**src/rtl/fetch_trigger_responder.sv**
```systemverilog
// Executes the seven one-hot fetch strobes: branch latch, PC update, two program-memory
// reads and instruction publication, with protocol-order checking. Optional macro: CTRL_CHECK_EN.
module fetch_trigger_responder #(
    parameter int unsigned PC_WIDTH      = 8,
    parameter int unsigned BYTE_WIDTH    = 8,
    parameter int unsigned ERR_CNT_WIDTH = 4
) (
    input  logic                    clock,
    input  logic                    n_reset,
    input  logic                    latch_trigger,
    input  logic                    update_pc_trigger,
    input  logic                    fetch_mem1_trigger,
    input  logic                    decode_instr1_trigger,
    input  logic                    fetch_mem2_trigger,
    input  logic                    decode_instr2_trigger,
    input  logic                    out_latch_trigger,
    input  logic                    mem_mux_control,
    input  logic                    demux_control,
    input  logic                    jump_req,
    input  logic [PC_WIDTH-1:0]     jump_addr,
    output logic                    prog_mem_rd,
    output logic [PC_WIDTH-1:0]     prog_mem_addr,
    input  logic [BYTE_WIDTH-1:0]   prog_mem_data,
    output logic [PC_WIDTH-1:0]     pc,
    output logic [2*BYTE_WIDTH-1:0] instr_out,
    output logic                    instr_valid,
    output logic                    seq_error,
    output logic [ERR_CNT_WIDTH-1:0] err_count
);

    localparam int unsigned NUM_STEPS = 7;

    typedef enum logic [2:0] {
        EXP_LATCH = 3'd0,
        EXP_UPC   = 3'd1,
        EXP_F1    = 3'd2,
        EXP_D1    = 3'd3,
        EXP_F2    = 3'd4,
        EXP_D2    = 3'd5,
        EXP_OUT   = 3'd6
    } state_t;

    state_t state, next_state;

    logic [NUM_STEPS-1:0]  strobes;
    logic [NUM_STEPS-1:0]  exp_strobe;
    logic                  matched;
    logic                  violation;
    logic                  ctrl_err;
    logic                  err_inc;
    logic                  do_latch;
    logic                  do_upc;
    logic                  do_d1;
    logic                  do_d2;
    logic                  do_out;
    logic [BYTE_WIDTH-1:0] first_byte;
    logic [BYTE_WIDTH-1:0] second_byte;
    logic                  jump_pend;
    logic [PC_WIDTH-1:0]   jump_tgt;

    assign strobes = {out_latch_trigger, decode_instr2_trigger, fetch_mem2_trigger,
                      decode_instr1_trigger, fetch_mem1_trigger, update_pc_trigger,
                      latch_trigger};

    // A cycle matches only when the sole high strobe is the one the state expects
    always_comb begin
        exp_strobe = NUM_STEPS'(1) << state;
        matched    = (strobes == exp_strobe);
        violation  = (|strobes) && !matched;
    end

    always_ff @(posedge clock or negedge n_reset) begin
        if (!n_reset) begin
            state <= EXP_LATCH;
        end else begin
            state <= next_state;
        end
    end

    always_comb begin
        next_state = state;
        if (matched) begin
            case (state)
                EXP_LATCH: next_state = EXP_UPC;
                EXP_UPC:   next_state = EXP_F1;
                EXP_F1:    next_state = EXP_D1;
                EXP_D1:    next_state = EXP_F2;
                EXP_F2:    next_state = EXP_D2;
                EXP_D2:    next_state = EXP_OUT;
                default:   next_state = EXP_LATCH;
            endcase
        end else if (violation) begin
            // A latch strobe inside a bad cycle resynchronises the sequence
            next_state = latch_trigger ? EXP_UPC : EXP_LATCH;
        end
    end

    always_comb begin
        do_latch      = (matched && state == EXP_LATCH) || (violation && latch_trigger);
        do_upc        = matched && (state == EXP_UPC);
        do_d1         = matched && (state == EXP_D1);
        do_d2         = matched && (state == EXP_D2);
        do_out        = matched && (state == EXP_OUT);
        prog_mem_rd   = matched && (state == EXP_F1 || state == EXP_F2);
        prog_mem_addr = (matched && state == EXP_F2) ? pc + PC_WIDTH'(1) : pc;
    end

`ifdef CTRL_CHECK_EN
    // Sequencer mux/demux levels must track the step being executed
    always_comb begin
        ctrl_err = matched &&
                   ((mem_mux_control != (state == EXP_D1 || state == EXP_F2)) ||
                    (demux_control   != (state == EXP_D2 || state == EXP_OUT)));
    end
`else
    logic ctrl_unused;
    assign ctrl_unused = &{1'b0, mem_mux_control, demux_control};
    assign ctrl_err    = 1'b0;
`endif

    assign err_inc = violation || ctrl_err;

    always_ff @(posedge clock or negedge n_reset) begin
        if (!n_reset) begin
            pc          <= '0;
            instr_out   <= '0;
            instr_valid <= 1'b0;
            seq_error   <= 1'b0;
            err_count   <= '0;
            first_byte  <= '0;
            second_byte <= '0;
            jump_pend   <= 1'b0;
            jump_tgt    <= '0;
        end else begin
            instr_valid <= do_out;
            if (do_latch) begin
                jump_pend <= jump_req;
                jump_tgt  <= jump_addr;
            end
            if (do_upc) begin
                pc        <= jump_pend ? jump_tgt : pc + PC_WIDTH'(2);
                jump_pend <= 1'b0;
            end
            if (do_d1) begin
                first_byte <= prog_mem_data;
            end
            if (do_d2) begin
                second_byte <= prog_mem_data;
            end
            if (do_out) begin
                instr_out <= {first_byte, second_byte};
            end
            if (err_inc) begin
                seq_error <= 1'b1;
                if (err_count != {ERR_CNT_WIDTH{1'b1}}) begin
                    err_count <= err_count + ERR_CNT_WIDTH'(1);
                end
            end
        end
    end

endmodule

```
**config.mk**
```make
export PLATFORM = sky130hd
export DESIGN_NAME = fetch_trigger_responder
export DESIGN_NICKNAME = d
export VERILOG_FILES = /design/src/rtl/fetch_trigger_responder.sv
export SDC_FILE = /design/constraint.sdc
export NUM_CORES = 1
export LEC_CHECK = 0
export BUFFER_PORTS_ARGS = -buffer_cell sky130_fd_sc_hd__buf_2
export CORE_MARGIN = 8
export CORE_UTILIZATION = 30
export DETAILED_ROUTE_END_ITERATION = 12
export PLACE_DENSITY_LB_ADDON = 0.25
export SLEW_MARGIN = 15
export SYNTH_ARGS = -nofsm -noshare
export SYNTH_HDL_FRONTEND = slang
export SYNTH_SLANG_ARGS = --single-unit
```
**constraint.sdc**
```tcl
create_clock -name clock -period 2.7 [get_ports clock]
set_input_delay 0.54 -clock clock [delete_from_list [all_inputs] [get_ports clock]]
set_output_delay 0.54 -clock clock [all_outputs]
set_load 0.05 [all_outputs]
```
==> Yosys cells after proc, flatten, opt, wreduce, memory -nomap -nowiden <==
Index checks and enable logic that the tools add are counted.
{ "totals": {"output_inout_bits": 39, "regBits": 58, "input_bits": 28} }
{ "op_classes": {"mux": 8, "shift": 1, "reduce_logical": 17, "add_sub_neg": 3, "eq_ne": 8} }
{ "op_table": {"columns": ["cell", "count"], "rows": [
  ["$pmux W3 S6", 1],
  ["$mux W8", 2],
  ["$eq A3 B3 Y1 const B", 3],
  ["$logic_and A1 B1 Y1", 9],
  ["$add A8 B1 Y8 const B", 1],
  ["$add A8 B2 Y8 const B", 1],
  ["$eq A7 B7 Y1", 1],
  ["$reduce_or A7 Y1", 1],
  ["$shl A1 B3 Y7 const A", 1],
  ["$eq A3 B2 Y1 const B", 2],
  ["$mux W3", 2],
  ["$add A4 B1 Y4 const B", 1],
  ["$ne A4 B4 Y1 const B", 1],
  ["$reduce_bool A2 Y1", 2],
  ["$eq A3 B1 Y1 const B", 1],
  ["$logic_not A3 Y1", 1],
  ["$mux W1", 3],
  ["$logic_or A1 B1 Y1", 2],
  ["$reduce_and A2 Y1", 1],
  ["$logic_not A1 Y1", 1]
]} }

==> Depth between registers and ports, before layout <==
{ "depth": {"ltp_word": 8, "depth_mapped": 9, "mapped_depth_nobuf": 6} }

==> Worst setup path after synthesis <==
Ideal clock, no wire load.
{ "synth_timing": {"path_type": "register -> output", "from": "reg state[0]", "to": "out prog_mem_rd", "slack_ps": -461, "stages_incl_launch_ff": 8, "t_required_ps": 2160, "arrival_ps": 2621, "path_cell_list": "dfrtp_1 buf_6 nor4b_2 a32oi_1 a32oi_2 nand2_2 clkbuf_1 nor3_1"} }
{ "synth_via": {"elab_chain_len": 3, "elab_cells_between_ends": 6, "cone_classes": "eq/ne: 3; shift: 1; reduce/logical: 2"} }
{ "synth_rtl": {"columns": ["element", "line_no", "text"], "rows": [
  ["start: declaration", "43", "state_t state, next_state;"],
  ["start signal: assignment", "76", "state <= next_state;"],
  ["$shl A1 B3 Y7, or another cell as far along", "67", "exp_strobe = NUM_STEPS'(1) << state;"],
  ["$eq A7 B7 Y1 or $logic_or A1 B1 Y1 (tied branches)", "68, 104", null],
  ["$logic_and A1 B1 Y1 (*)", "104", "prog_mem_rd = matched && (state == EXP_F1 || state == EXP_F2);"],
  ["end: declaration", "21", "output logic prog_mem_rd,"]
]} }
Mark *: on every way between the ends. The rest lies on a longest branch, timed or not.

==> Worst setup path in the final report <==
{ "layout_timing": {"from": "reg state[1]", "to": "out prog_mem_addr[7]"} }
{ "layout_via": {"elab_chain_len": 4, "elab_cells_between_ends": 5, "cone_classes": "eq/ne: 2; shift: 1; mux: 1; reduce/logical: 1"} }
{ "layout_rtl": {"columns": ["element", "line_no", "text"], "rows": [
  ["$shl A1 B3 Y7", "67", null],
  ["$eq A7 B7 Y1", "68", "matched = (strobes == exp_strobe);"],
  ["$logic_and A1 B1 Y1 (*)", "105", "prog_mem_addr = (matched && state == EXP_F2) ? pc + PC_WIDTH'(1) : pc;"],
  ["$mux W8 (*)", "105", null],
  ["end: declaration", "22", "output logic [PC_WIDTH-1:0] prog_mem_addr,"]
]} }
Marks and branches as above.

==> run_results.csv <==
group,metric,value,unit
floorplanning,core_area,9240,um^2
power_and_ir_drop,power.leakage,2.018,nW
global_routing,busiest_layer,"met2",
critical_path,critPathKind,"reg -> out",
critical_path,slowest_stage,"dfrtp_2",
logic_synthesis,yosysTopAreaCellShare,50.61,%
placement,post-place-ws,-0.07878,ns
power_and_ir_drop,irDropWorstVdd,0.4496,mV
timing,max_freq,0.3570,GHz
placement,dpl_cell_area,3575,um^2
global_routing,grt_pass1_vias,2366,
timing,fin_crit_sh,103.7,%
status,status,"finished, violations left",
global_routing,overflow,0,
logic_synthesis,synth_warnings,0,
status,violations,"setup timing",
timing,clock_skew,0.01012,ns
critical_path,cp-start-kind,"flip-flop",
run,cap_violations,0,
logic_synthesis,synth-seq-cells,58,
drt,wl,7.202,mm
timing,timing.final.ws_setup,-0.1011,ns
floorplanning,io_pins,67,
global_routing,antenna_found_initial,0,
timing,slew_headroom,46.91,%
clocking,htree_levels,3,
logic_synthesis,netlist_area,2868,um^2
clocking,path_clk_slew,0.08,ns
clocking,clockBufferDepth,2,
timing,rsz0062_at_grt,"yes",
logic_synthesis,netlist_top_cells_area,"dfrtp_1 51%, mux2_2 11%, mux2_4 8.9%",
logic_synthesis,synth_edf_count,0,
finish,drive_gt1_share,57.61,%
floorplanning,start_util,31.04,%
floorplanning,dieHeight,113.8,um
logic_synthesis,ys.flop_type,"dfrtp_1",
global_routing,grt_util_met3,4.332,%
timing,setup_viol,7,
floorplanning,rows,35,
global_routing,grtUsageMet2,18.97,%
critical_path,cpPeakStageDelay,0.52,ns
critical_path,crit_arrival,2.26,ns
timing,worstMarginPinSlew,0.7963,ns
logic_synthesis,syn-num-nets,262,
drt,wl_per_cell,15.52,um
timing,fin_setup_tns,-0.5165,ns
finish,diodes,0,
logic_synthesis,syn_inst,231,
placement,dpl.hpwl,5.038,mm
logic_synthesis,ys_seq_area_share,50.61,%
timing,min_period,2.801,ns
clocking,cts_tree,"done",
logic_synthesis,yosysTopAreaCell,"dfrtp_1",
drt,route.detailed.drc,0,
logic_synthesis,synth-async-reset-ratio,100.0,%
hold_path,hold_path_class,"in -> async",
timing,fin_hold_ws,0.2885,ns
finish,register_area,1455,um^2
finish,final_util,43.86,%
finish,stdcell_area,4053,um^2
critical_path,crit_family,"simple AND/OR/NAND/NOR gates",
critical_path,required,2.16,ns
timing,final_max_slew_viol_count,0,
global_routing,grtUsageTotal,11.68,%
critical_path,path_cells,"and2b_2 -> a311oi_2 -> o31ai_2 -> and2_4 -> nand4_1 -> xnor2_4 -> buf_6",
timing,hold_viol_final,0,
logic_synthesis,yosysUniqueCellTypes,48,
logic_synthesis,avgSynthCellArea,12.41,um^2
drt,first_iter_violations,70,
global_routing,use_met1,14.19,%
global_routing,grt_max_degree,35,
finish,fill_cells,858,
clocking,root_buffer,"clkbuf_8",
floorplanning,dieArea,12940,um^2
critical_path,cp_max_fo,7,
critical_path,crit_buf_inv,1,
placement,io_buffers,64,
global_routing,grt_pass1_wl,11.97,mm
clocking,numCtsBuffers,9,
finish,multiInputGateArea,1536,um^2
critical_path,reg2reg_slack,0.22,ns
finish,areaGrowthSynthToFinish,41.32,%
clocking,cts_num_sinks,58,
power_and_ir_drop,pwr_density_cell,583.2,nW/um^2
floorplanning,die_width,113.8,um
drt,final_antenna_net_count,0,
drt,vias,2184,
placement,gp_congestion,0.7627,
critical_path,end_kind,"primary output",
drt,via_per_inst,4.707,
finish,nets,361,
clocking,clock_latency,0.33,ns
drt,dr.pass1.iters,4,
-- power by group --
group	total (mW)	internal (mW)	switching (mW)
combinational	0.482	0.181	0.301
sequential	0.981	0.922	0.0596
clock	0.900	0.527	0.373
-- cell type report --
cell class,instances,area share [%]
Multi-Input combinational cell,160,37.91
Inverter,3,0.2779
Clock inverter,7,2.501
Tap cell,129,3.983
Timing Repair Buffer,98,16.36
Clock buffer,9,3.057
Sequential cell,58,35.91
-- cell families after synthesis --
family	Yosys count	share of synthesized area, %
AO/OA/AOI/OAI	38	8.857
XOR/XNOR	9	2.749
adder cells (fa/ha/maj)	3	1.309
buffers and inverters	13	2.705
flip-flops	58	50.61
multiplexers	48	20.90
AND/OR/NAND/NOR	62	12.87
-- synthesized netlist by cell type (2+ instances only) --
cell type and count:
dfrtp_1 58, mux2_2 27, mux2_4 17, nor2_1 13, o21ai_0 13, nand2_1 8, a21oi_1 7, xnor2_1 7
nor3_1 6, nand3_1 5, nor2b_1 5, a31oi_1 4, mux2i_1 4, nand4_1 4, nor3b_1 4, a32oi_1 3
and3_1 3, buf_6 3, clkbuf_1 3, ha_1 3, inv_1 3, a41oi_1 2, buf_2 2, nand3_2 2
xor2_1 2
-- worst register-to-register path: stages (launching register included) --
cell,delay [ns]
dfrtp_2,0.51
nor4bb_4,0.33
a32oi_2,0.09
a32oi_2,0.20
buf_4,0.18
nand2_4,0.08
buf_6,0.16
or3_1,0.32
buf_4,0.20
mux2_4,0.31
-- timing repair --
item                       in CTS  in global routing
buffers inserted                6                  3
hold buffers                    0                  0
setup endpoints to repair       9                  9
resized for setup              41                 14
pin swaps                      11                  6
-- sequential cells by signal, summed over array words and instances, names as in the netlist --
| register | flops |
|---|---|
| second_byte | 8 |
| jump_tgt | 8 |
| state | 3 |
| pc | 8 |
| jump_pend | 1 |
| instr_valid | 1 |
| err_count | 4 |
| instr_out | 16 |
| seq_error | 1 |
| first_byte | 8 |
-- cell usage in the layout (no fill, tap or decap), types with 3 or more instances in the layout --
cell type / count
dfrtp_2: 3
inv_1: 3
buf_4: 28
mux2i_1: 4
o21ai_0: 10
mux2_4: 17
xnor2_4: 3
clkbuf_8: 9
and3_1: 3
dfrtp_1: 55
mux2_2: 27
nand4_1: 4
nor2b_1: 5
nor2_1: 12
buf_6: 14
ha_1: 3
a21oi_1: 7
a31oi_1: 4
buf_2: 55
nand3_1: 4
nand2_1: 7
-- path summary, 6_finish.rpt --
kind / endpoint / start / depth (start not counted)
setup / recovery: prog_mem_addr[7] / state[1] / 7
hold / removal: first_byte[2] / n_reset / 1
setup reg to reg: second_byte[6] / state[1] / 9
hold reg to reg: seq_error / seq_error / 1
max in group asynchronous: state[2] / n_reset / 2
min in group clock: jump_tgt[0] / jump_addr[0] / 2
-- routing by layer --
metal  vias to the layer above  routed length (um)
met4                         0                  57
met5                         -                   0
met2                        57                3465
li1                       1050                   -
met1                      1071                3175
met3                         6                 503
-- metrics by stage --
stage          instances  total power, mW
6_report             464            2.364
5_1_grt              464            2.498
4_1_cts              461            2.395
3_5_place_dp         439            1.460
3_3_place_gp         439            1.454
2_1_floorplan        231            1.309
Note: power is estimated with default switching activity, not from simulation.
